===== src/rtl/qc_ldpc_parity_encoder_pkg.sv =====
// rtl/qc_ldpc_parity_encoder_pkg.sv - shared types, constants and helpers for the QC-LDPC parity encoder
package qc_ldpc_parity_encoder_pkg;

   // Encoder control states
   typedef enum logic [1:0] {
      ST_IDLE  = 2'd0,
      ST_FETCH = 2'd1,
      ST_ACCUM = 2'd2,
      ST_DRAIN = 2'd3
   } enc_state_e;

   // Default code geometry (360-bit circulants, 12 information groups)
   localparam int DEF_Z       = 360;
   localparam int DEF_NB_INFO = 12;
   localparam int DEF_PAR_W   = 360;

   // Alternative geometries sharing the same circulant size
   localparam int R12_NB_INFO = 90;
   localparam int R12_PAR_W   = 32400;
   localparam int R34_NB_INFO = 135;
   localparam int R34_PAR_W   = 16200;

   // Ceiling log2, never below 1 so degenerate counters still get a bit
   function automatic int clog2(input int v);
      int r;
      r = 0;
      while ((1 << r) < v) r++;
      return (r < 1) ? 1 : r;
   endfunction

endpackage


===== src/rtl/qc_ldpc_parity_encoder_row_rotator.sv =====
// rtl/qc_ldpc_parity_encoder_row_rotator.sv - generator row register with load and rotate-right-by-one
module qc_ldpc_parity_encoder_row_rotator #(
   parameter int W = 360
) (
   input  logic         clk,
   input  logic         rst,
   input  logic         load_i,
   input  logic         shift_i,
   input  logic [W-1:0] row_i,
   output logic [W-1:0] row_o
);

   logic [W-1:0] row_q;

   // Load has priority over rotation; rotation models the circulant column step
   always_ff @(posedge clk or posedge rst) begin
      if (rst) begin
         row_q <= '0;
      end else if (load_i) begin
         row_q <= row_i;
      end else if (shift_i) begin
         row_q <= {row_q[0], row_q[W-1:1]};
      end
   end

   assign row_o = row_q;

endmodule


===== src/rtl/qc_ldpc_parity_encoder.sv =====
// rtl/qc_ldpc_parity_encoder.sv - serial quasi-cyclic LDPC parity encoder with ROM-fed generator rows
module qc_ldpc_parity_encoder
   import qc_ldpc_parity_encoder_pkg::*;
#(
   parameter int Z        = DEF_Z,
   parameter int NB_INFO  = DEF_NB_INFO,
   parameter int PAR_W    = DEF_PAR_W,
   parameter int ROM_LAT  = 1,
   parameter int ACC_MODE = 0,
   parameter int SYS_OUT  = 0
) (
   input  logic                       clk,
   input  logic                       rst,
   input  logic                       start,
   input  logic                       din,
   input  logic                       din_valid,
   output logic                       din_ready,
   output logic [clog2(NB_INFO)-1:0]  rom_addr,
   input  logic [PAR_W-1:0]           rom_data,
   output logic                       dout,
   output logic                       dout_valid,
   input  logic                       dout_ready,
   output logic                       busy,
   output logic                       done
);

   localparam int JW = clog2(Z);
   localparam int GW = clog2(NB_INFO);
   localparam int KW = clog2(PAR_W);

   enc_state_e        state_q, state_d;
   logic [PAR_W-1:0]  acc_q, acc_d;
   logic [PAR_W-1:0]  row;
   logic [JW-1:0]     j_q, j_d;
   logic [GW-1:0]     g_q, g_d;
   logic [KW-1:0]     k_q, k_d;
   logic              r_q, r_d;
   logic [1:0]        wait_q, wait_d;
   logic              row_load, row_shift;
   logic              din_xfer, dout_xfer;
   logic              j_last, g_last, k_zero, wait_last;
   logic              drain_bit;

   assign din_xfer  = (state_q == ST_ACCUM) && din_valid && din_ready;
   assign dout_xfer = (state_q == ST_DRAIN) && dout_ready;
   assign j_last    = (j_q == JW'(Z - 1));
   assign g_last    = (g_q == GW'(NB_INFO - 1));
   assign k_zero    = (k_q == '0);
   // The fetch window is ROM_LAT+1 cycles so the ROM sees the new address for a full cycle first
   assign wait_last = (wait_q == 2'(ROM_LAT));
   assign drain_bit = acc_q[k_q] ^ (r_q & (ACC_MODE != 0));
   // The group counter is itself the registered ROM address
   assign rom_addr  = g_q;

   qc_ldpc_parity_encoder_row_rotator #(
      .W (PAR_W)
   ) u_row (
      .clk     (clk),
      .rst     (rst),
      .load_i  (row_load),
      .shift_i (row_shift),
      .row_i   (rom_data),
      .row_o   (row)
   );

   // State register
   always_ff @(posedge clk or posedge rst) begin
      if (rst) begin
         state_q <= ST_IDLE;
      end else begin
         state_q <= state_d;
      end
   end

   // Next-state logic
   always_comb begin
      state_d = state_q;
      case (state_q)
         ST_IDLE:  if (start)     state_d = ST_FETCH;
         ST_FETCH: if (wait_last) state_d = ST_ACCUM;
         ST_ACCUM: if (din_xfer && j_last) state_d = g_last ? ST_DRAIN : ST_FETCH;
         ST_DRAIN: if (dout_xfer && k_zero) state_d = ST_IDLE;
         default:  state_d = ST_IDLE;
      endcase
   end

   // Handshake and output-bit selection
   always_comb begin
      din_ready  = 1'b0;
      dout       = 1'b0;
      dout_valid = 1'b0;
      done       = 1'b0;
      busy       = (state_q != ST_IDLE);
      case (state_q)
         ST_ACCUM: begin
            if (SYS_OUT != 0) begin
               din_ready  = dout_ready;
               dout       = din;
               dout_valid = din_valid;
            end else begin
               din_ready  = 1'b1;
            end
         end
         ST_DRAIN: begin
            dout_valid = 1'b1;
            dout       = drain_bit;
            done       = dout_ready && k_zero;
         end
         default: ;
      endcase
   end

   // Datapath next-state: accumulation, counters and row register control
   always_comb begin
      acc_d     = acc_q;
      j_d       = j_q;
      g_d       = g_q;
      k_d       = k_q;
      r_d       = r_q;
      wait_d    = wait_q;
      row_load  = 1'b0;
      row_shift = 1'b0;
      case (state_q)
         ST_IDLE: begin
            if (start) begin
               acc_d  = '0;
               g_d    = '0;
               wait_d = '0;
            end
         end
         ST_FETCH: begin
            if (wait_last) begin
               row_load = 1'b1;
               j_d      = '0;
               wait_d   = '0;
            end else begin
               wait_d   = wait_q + 2'd1;
            end
         end
         ST_ACCUM: begin
            if (din_xfer) begin
               row_shift = 1'b1;
               if (din) acc_d = acc_q ^ row;
               if (j_last) begin
                  if (g_last) begin
                     k_d = KW'(PAR_W - 1);
                     r_d = 1'b0;
                  end else begin
                     g_d    = g_q + 1'b1;
                     wait_d = '0;
                  end
               end else begin
                  j_d = j_q + 1'b1;
               end
            end
         end
         ST_DRAIN: begin
            if (dout_ready) begin
               r_d = drain_bit;
               if (!k_zero) k_d = k_q - 1'b1;
            end
         end
         default: ;
      endcase
   end

   // Datapath registers
   always_ff @(posedge clk or posedge rst) begin
      if (rst) begin
         acc_q  <= '0;
         j_q    <= '0;
         g_q    <= '0;
         k_q    <= '0;
         r_q    <= 1'b0;
         wait_q <= '0;
      end else begin
         acc_q  <= acc_d;
         j_q    <= j_d;
         g_q    <= g_d;
         k_q    <= k_d;
         r_q    <= r_d;
         wait_q <= wait_d;
      end
   end

endmodule

===== config.mk =====
export PLATFORM = sky130hd
export DESIGN_NAME = qc_ldpc_parity_encoder
export DESIGN_NICKNAME = d
export VERILOG_FILES = /design/src/rtl/qc_ldpc_parity_encoder_pkg.sv /design/src/rtl/qc_ldpc_parity_encoder_row_rotator.sv /design/src/rtl/qc_ldpc_parity_encoder.sv
export SDC_FILE = /design/constraint.sdc
export NUM_CORES = 2
export LEC_CHECK = 0
export BUFFER_PORTS_ARGS = -buffer_cell sky130_fd_sc_hd__buf_2
export CAP_MARGIN = 15
export CORE_MARGIN = 2
export CORE_UTILIZATION = 50
export CTS_CLUSTER_DIAMETER = 40
export DETAILED_ROUTE_END_ITERATION = 7
export HOLD_SLACK_MARGIN = 0.02
export PLACE_DENSITY = 0.81
export SKIP_CTS_REPAIR_TIMING = 1
export SYNTH_ARGS = -nofsm -noshare
export SYNTH_HDL_FRONTEND = slang
export SYNTH_SLANG_ARGS = --single-unit

===== constraint.sdc =====
create_clock -name clk -period 24.8 [get_ports clk]
set_input_delay 1.24 -clock clk [delete_from_list [all_inputs] [get_ports clk]]
set_output_delay 1.24 -clock clk [all_outputs]
set_load 0.02 [all_outputs]

Word level (Yosys, flattened, before mapping)
Cells that the tools add are included.

Register bits after elaboration: 746. Logic and storage cells: 94.

Add/subtract/negate cells: 4. Magnitude comparators: 1. Eq/ne operators: 18. Mux-type cells: 43. Bitwise logic cells: 1. Reduce and logical (&&, ||, !) cells: 20.

Operators with widths (count): $mux 360 (5); $pmux 360 s2 (1); $xor 360x360->360 (1); $mux 9 (8); $pmux 9 s2 (2); $mux 2 (10); $ne 2x2->1 const B (10); $mux 4 (4); $reduce_and 4->1 (3); $lt 9x10->1 const B (1); $reduce_and 5->1 (2); $reduce_bool 2->1 (5); $add 9x1->9 const B (1); $bmux 1 s9 (1); $eq 9x9->1 const B (1); $logic_not 9->1 (1); $mux 1 (9); $sub 9x1->9 const B (1); $pmux 2 s4 (1); $pmux 4 s2 (1); $logic_and 1x1->1 (6); $pmux 2 s3 (1); $reduce_and 6->1 (1); $add 4x1->4 const B (1); other kinds (7) (10).

Longest topological paths before layout
Depth after elaboration: 7. Gate-level depth with buffers: 13. Mapped depth without buffers: 9.

Modules after synthesis
From an unflattened synthesis, not the netlist that was laid out.

Cell total of the unflattened synthesis: 3484. Area total of the unflattened synthesis: 36378.6 um^2.

Modules (own cells, without submodules): qc_ldpc_parity_encoder (instances 1, cells each 1923, area an instance 19830.3 um^2, sequential area each 9659.3 um^2); qc_ldpc_parity_encoder_row_rotator (instances 1, cells each 1561, area an instance 16548.4 um^2, sequential area each 9008.6 um^2).

Worst setup path after synthesis
Ideal clock, no wire load.

Kind: register to output. Start: reg k_q[1]. End: out dout. Data arrival time: 2423 ps. Path slack: 21137 ps. Stages on the path, launching flop included: 10. Path buffers: 4. Cells stage by stage: dfrtp_1 buf_2 buf_4 clkbuf_1 clkbuf_1 mux4_2 o22ai_1 nor4_1 o211a_1 or3_1.

Cells in the longest elaborated chain, start to end: 3.

Ends and longest elaborated chain: start: declaration (line qc_ldpc_parity_encoder.sv:36) `logic [KW-1:0] k_q, k_d;`; start signal: assignment (line qc_ldpc_parity_encoder.sv:180) `k_q <= k_d;`; $bmux 1 s9 (line qc_ldpc_parity_encoder.sv:51) `assign drain_bit = acc_q[k_q] ^ (r_q & (ACC_MODE != 0));`; $mux 1 (not written as such) (line qc_ldpc_parity_encoder.sv:51); $mux 1 (line qc_ldpc_parity_encoder.sv:94) `case (state_q)`; end: declaration (line qc_ldpc_parity_encoder.sv:20) `output logic dout,`.

No other way between the ends. The select of a mux whose other input is x is not followed.

Final worst setup path
Start: reg k_q[0]. End: out dout.

The elaborated chain is that of the path after synthesis.

==> flow_metrics.tcl <==
set metrics [dict create \
    pin_count 375 \
    arrival_ns 4.99 \
    num_vias 27300 \
    final_cell_mix "nand2_1, dfrtp_1, nor2_1" \
    synth-seq-cells 746 \
    p_leak_uw 0.0201 \
    max_freq_ghz 0.161 \
    dr_wl_met2_um 46500 \
    hp-class "reg2reg" \
    outcome "finished with violations" \
    cts_root_buffer "clkbuf_16" \
    final_hold_viol_count 0 \
    syn_inst 3515 \
    fin_cells 4811 \
    highest_layer "met5" \
    period_needed_ns 6.23 \
    grt.overflow.total 0 \
    synth_fp_nets 3884 \
    period_share_pct 25.1 \
    grt_pass1_vias 27400 \
    timing.final.ws_setup_ns 18.57 \
    core_sq_um 68600 \
    synth_area_sq_um 34600 \
    cp_max_fo 52 \
    critPathCaptureType "primary output" \
    grt_max_degree 255 \
    synth.distinct_cells 66 \
    wl_um 97500 \
    htree_levels 3 \
    die-area_sq_um 71300 \
    layout_commonest_cell "nand2_1" \
    layout.nets 4151 \
    final_util_pct 59.7 \
    wire_per_inst_um 20.3 \
    fin_skew_ns 0.0124 \
    drc 0 \
    area_growth_pct 18.3 \
    initial_core_util_pct 50.5 \
    worst_ep_required_time_ns 23.56 \
    worst_path_largest_cell_delay_ns 0.87 \
    critical_path.startpoint_type "flop" \
    portBuffers 374 \
    rows 96 \
    cp_num_buf_inv 2 \
    worst-setup-path-type "reg2out" \
    rsz0062_at_grt "no" \
    max_slew_margin_pct -11.7 \
    yosysWarnings 0 \
    critPathSlowestCell "dfrtp_4" \
    fill_cells 5488 \
    ys.flop_type "dfrtp_1" \
    maxCapViolCount 0 \
    die_h_um 267 \
    route.met3.wl_um 7310 \
    pre_cts_ws_ns 19.26 \
    cts_tree "built" \
    vias_per_cell 5.68 \
    wl_met1_um 40200 \
    drive_above_1_share_pct 17.6 \
    clk_path_buf_depth 3 \
    setup_viol 0 \
    synth-async-reset-ratio_pct 100 \
    fin_setup_tns_ns 0 \
    final_antenna_net_count 0 \
    first_pass_iters 6 \
    dp_hpwl_um 61700 \
    drtIter0Drc 3042 \
    finalWeightedCongestion 0.838 \
    grt_use_total_pct 27.4 \
    dieWidth_um 267 \
    grt_antenna_before_repair 7 \
    grt_pass1_wl_um 153000 \
    drv_slew 121 \
    synth_edf_count 0 \
    numClockSinks 746 \
    path_cells "buf_4 > mux4_1 > mux4_2 > nand2_1 > nand4_1 > o311ai_1 > a2111oi_1 > or3_1 > buf_2" \
    ys_seq_area_share_pct 54.0 \
    violations "max-slew violations" \
    worst_pin_slew_ns 1.68 \
    cp_top_family "multiplexers" \
    cts_inserted_buffers 108 \
    clkTransAtPathRegs_ns 0.05 \
    powerDensity_nw_per_um2 137 \
    peakVddDrop_mv 0.130 \
    place_inst 4603 \
    syn_area_per_cell_sq_um 9.84 \
    worstSkewPairLatency_ns 0.67 \
]
[area by class of cell]
| type | count | area [sq um] | share of cell area [%] |
|---|---|---|---|
| sequential | 746 | 18700 | 45.6 |
| antenna | 3 | 7.51 | 0.0183 |
| tap | 931 | 1160 | 2.84 |
| clock inverter | 82 | 1150 | 2.81 |
| clock buffer | 123 | 2840 | 6.94 |
| multi-input combinational | 2518 | 14900 | 36.5 |
| inverter | 13 | 56.3 | 0.138 |
| timing repair buffer | 395 | 2120 | 5.17 |
[cell families after synthesis]
family | after synthesis | share of synthesized area [%]
AND/OR/NAND/NOR | 1560 | 17.3
flip-flops | 746 | 54.0
adder cells (fa/ha/maj) | 3 | 0.108
buffers and inverters | 251 | 3.02
AO/OA/AOI/OAI | 457 | 9.71
multiplexers | 129 | 6.55
XOR/XNOR | 369 | 9.34
[cells in the mapped netlist, types with 6 or more instances]
cell,count,share of area (%)
buf_2,10,0.14
nand2b_1,6,0.11
mux4_1,8,0.61
nor2_1,394,4.3
clkbuf_1,211,2.3
o21ai_0,24,0.35
mux2i_1,49,1.4
dfrtp_1,746,54
o211ai_1,6,0.13
xor2_1,368,9.3
nand2_1,1114,12
o221ai_1,6,0.15
buf_6,7,0.23
a22oi_1,362,7.9
nor2b_1,7,0.13
nand3_1,8,0.12
mux4_2,67,4.4
inv_1,11,0.12
a21oi_1,19,0.27
[worst register-to-register path, delay by kind of cell, from the launching register on]
kind | cells | cell delay [ns]
buffers and inverters | 2 | 1.93
AND/OR/NAND/NOR | 3 | 0.75
flip-flops | 1 | 0.50
[flip-flops by register name, indices dropped and copies added (netlist names)]
name and flops:
acc_q 360, rom_addr 4, wait_q 2, state_q 2, u_row.row_o 360, j_q 9
k_q 9
[metrics by stage]
stage / power (uW) / hold slack [ns] / cell area (sq um)
after floorplan: 3390 / 0.468 / 34600
after global placement: 3810 / 0.482 / 36900
after detailed placement: 3900 / 0.487 / 36900
after CTS: 5600 / 0.500 / 40900
after global routing: 5920 / 0.522 / 40900
final: 5590 / 0.498 / 40900
[layer usage]
metal / GRT usage (%) / vias up
li1: - / 12300
met1: 37.5 / 13700
met2: 43.6 / 1168
met3: 4.77 / 227
met4: 10.9 / 10
met5: 0 / -
[where the power goes]
part | internal, uW | leakage, uW | switching, uW
clock | 1050 | 0.00191 | 618
combinational | 689 | 0.00864 | 1020
sequential | 1720 | 0.00956 | 495
[worst paths after layout]
| kind | from | to | slack (ns) | cells after the start |
|---|---|---|---|---|
| worst max-delay path | k_q[0]$_DFFE_PP0P_ | dout | 18.57 | 9 |
| worst max register to register | state_q[1]$_DFFE_PP0P_ | acc_q[79]$_DFFE_PP0P_ | 21.44 | 5 |
| max in group asynchronous | rst | acc_q[55]$_DFFE_PP0P_ | 20.86 | 5 |
| worst min-delay path | u_row.row_o[353]$_DFFE_PP0P_ | u_row.row_o[353]$_DFFE_PP0P_ | 0.50 | 2 |
| worst min register to register | u_row.row_o[353]$_DFFE_PP0P_ | u_row.row_o[353]$_DFFE_PP0P_ | 0.50 | 2 |
| min in group asynchronous | rst | u_row.row_o[245]$_DFFE_PP0P_ | 0.71 | 2 |
Note: power is estimated with default switching activity, not from simulation.
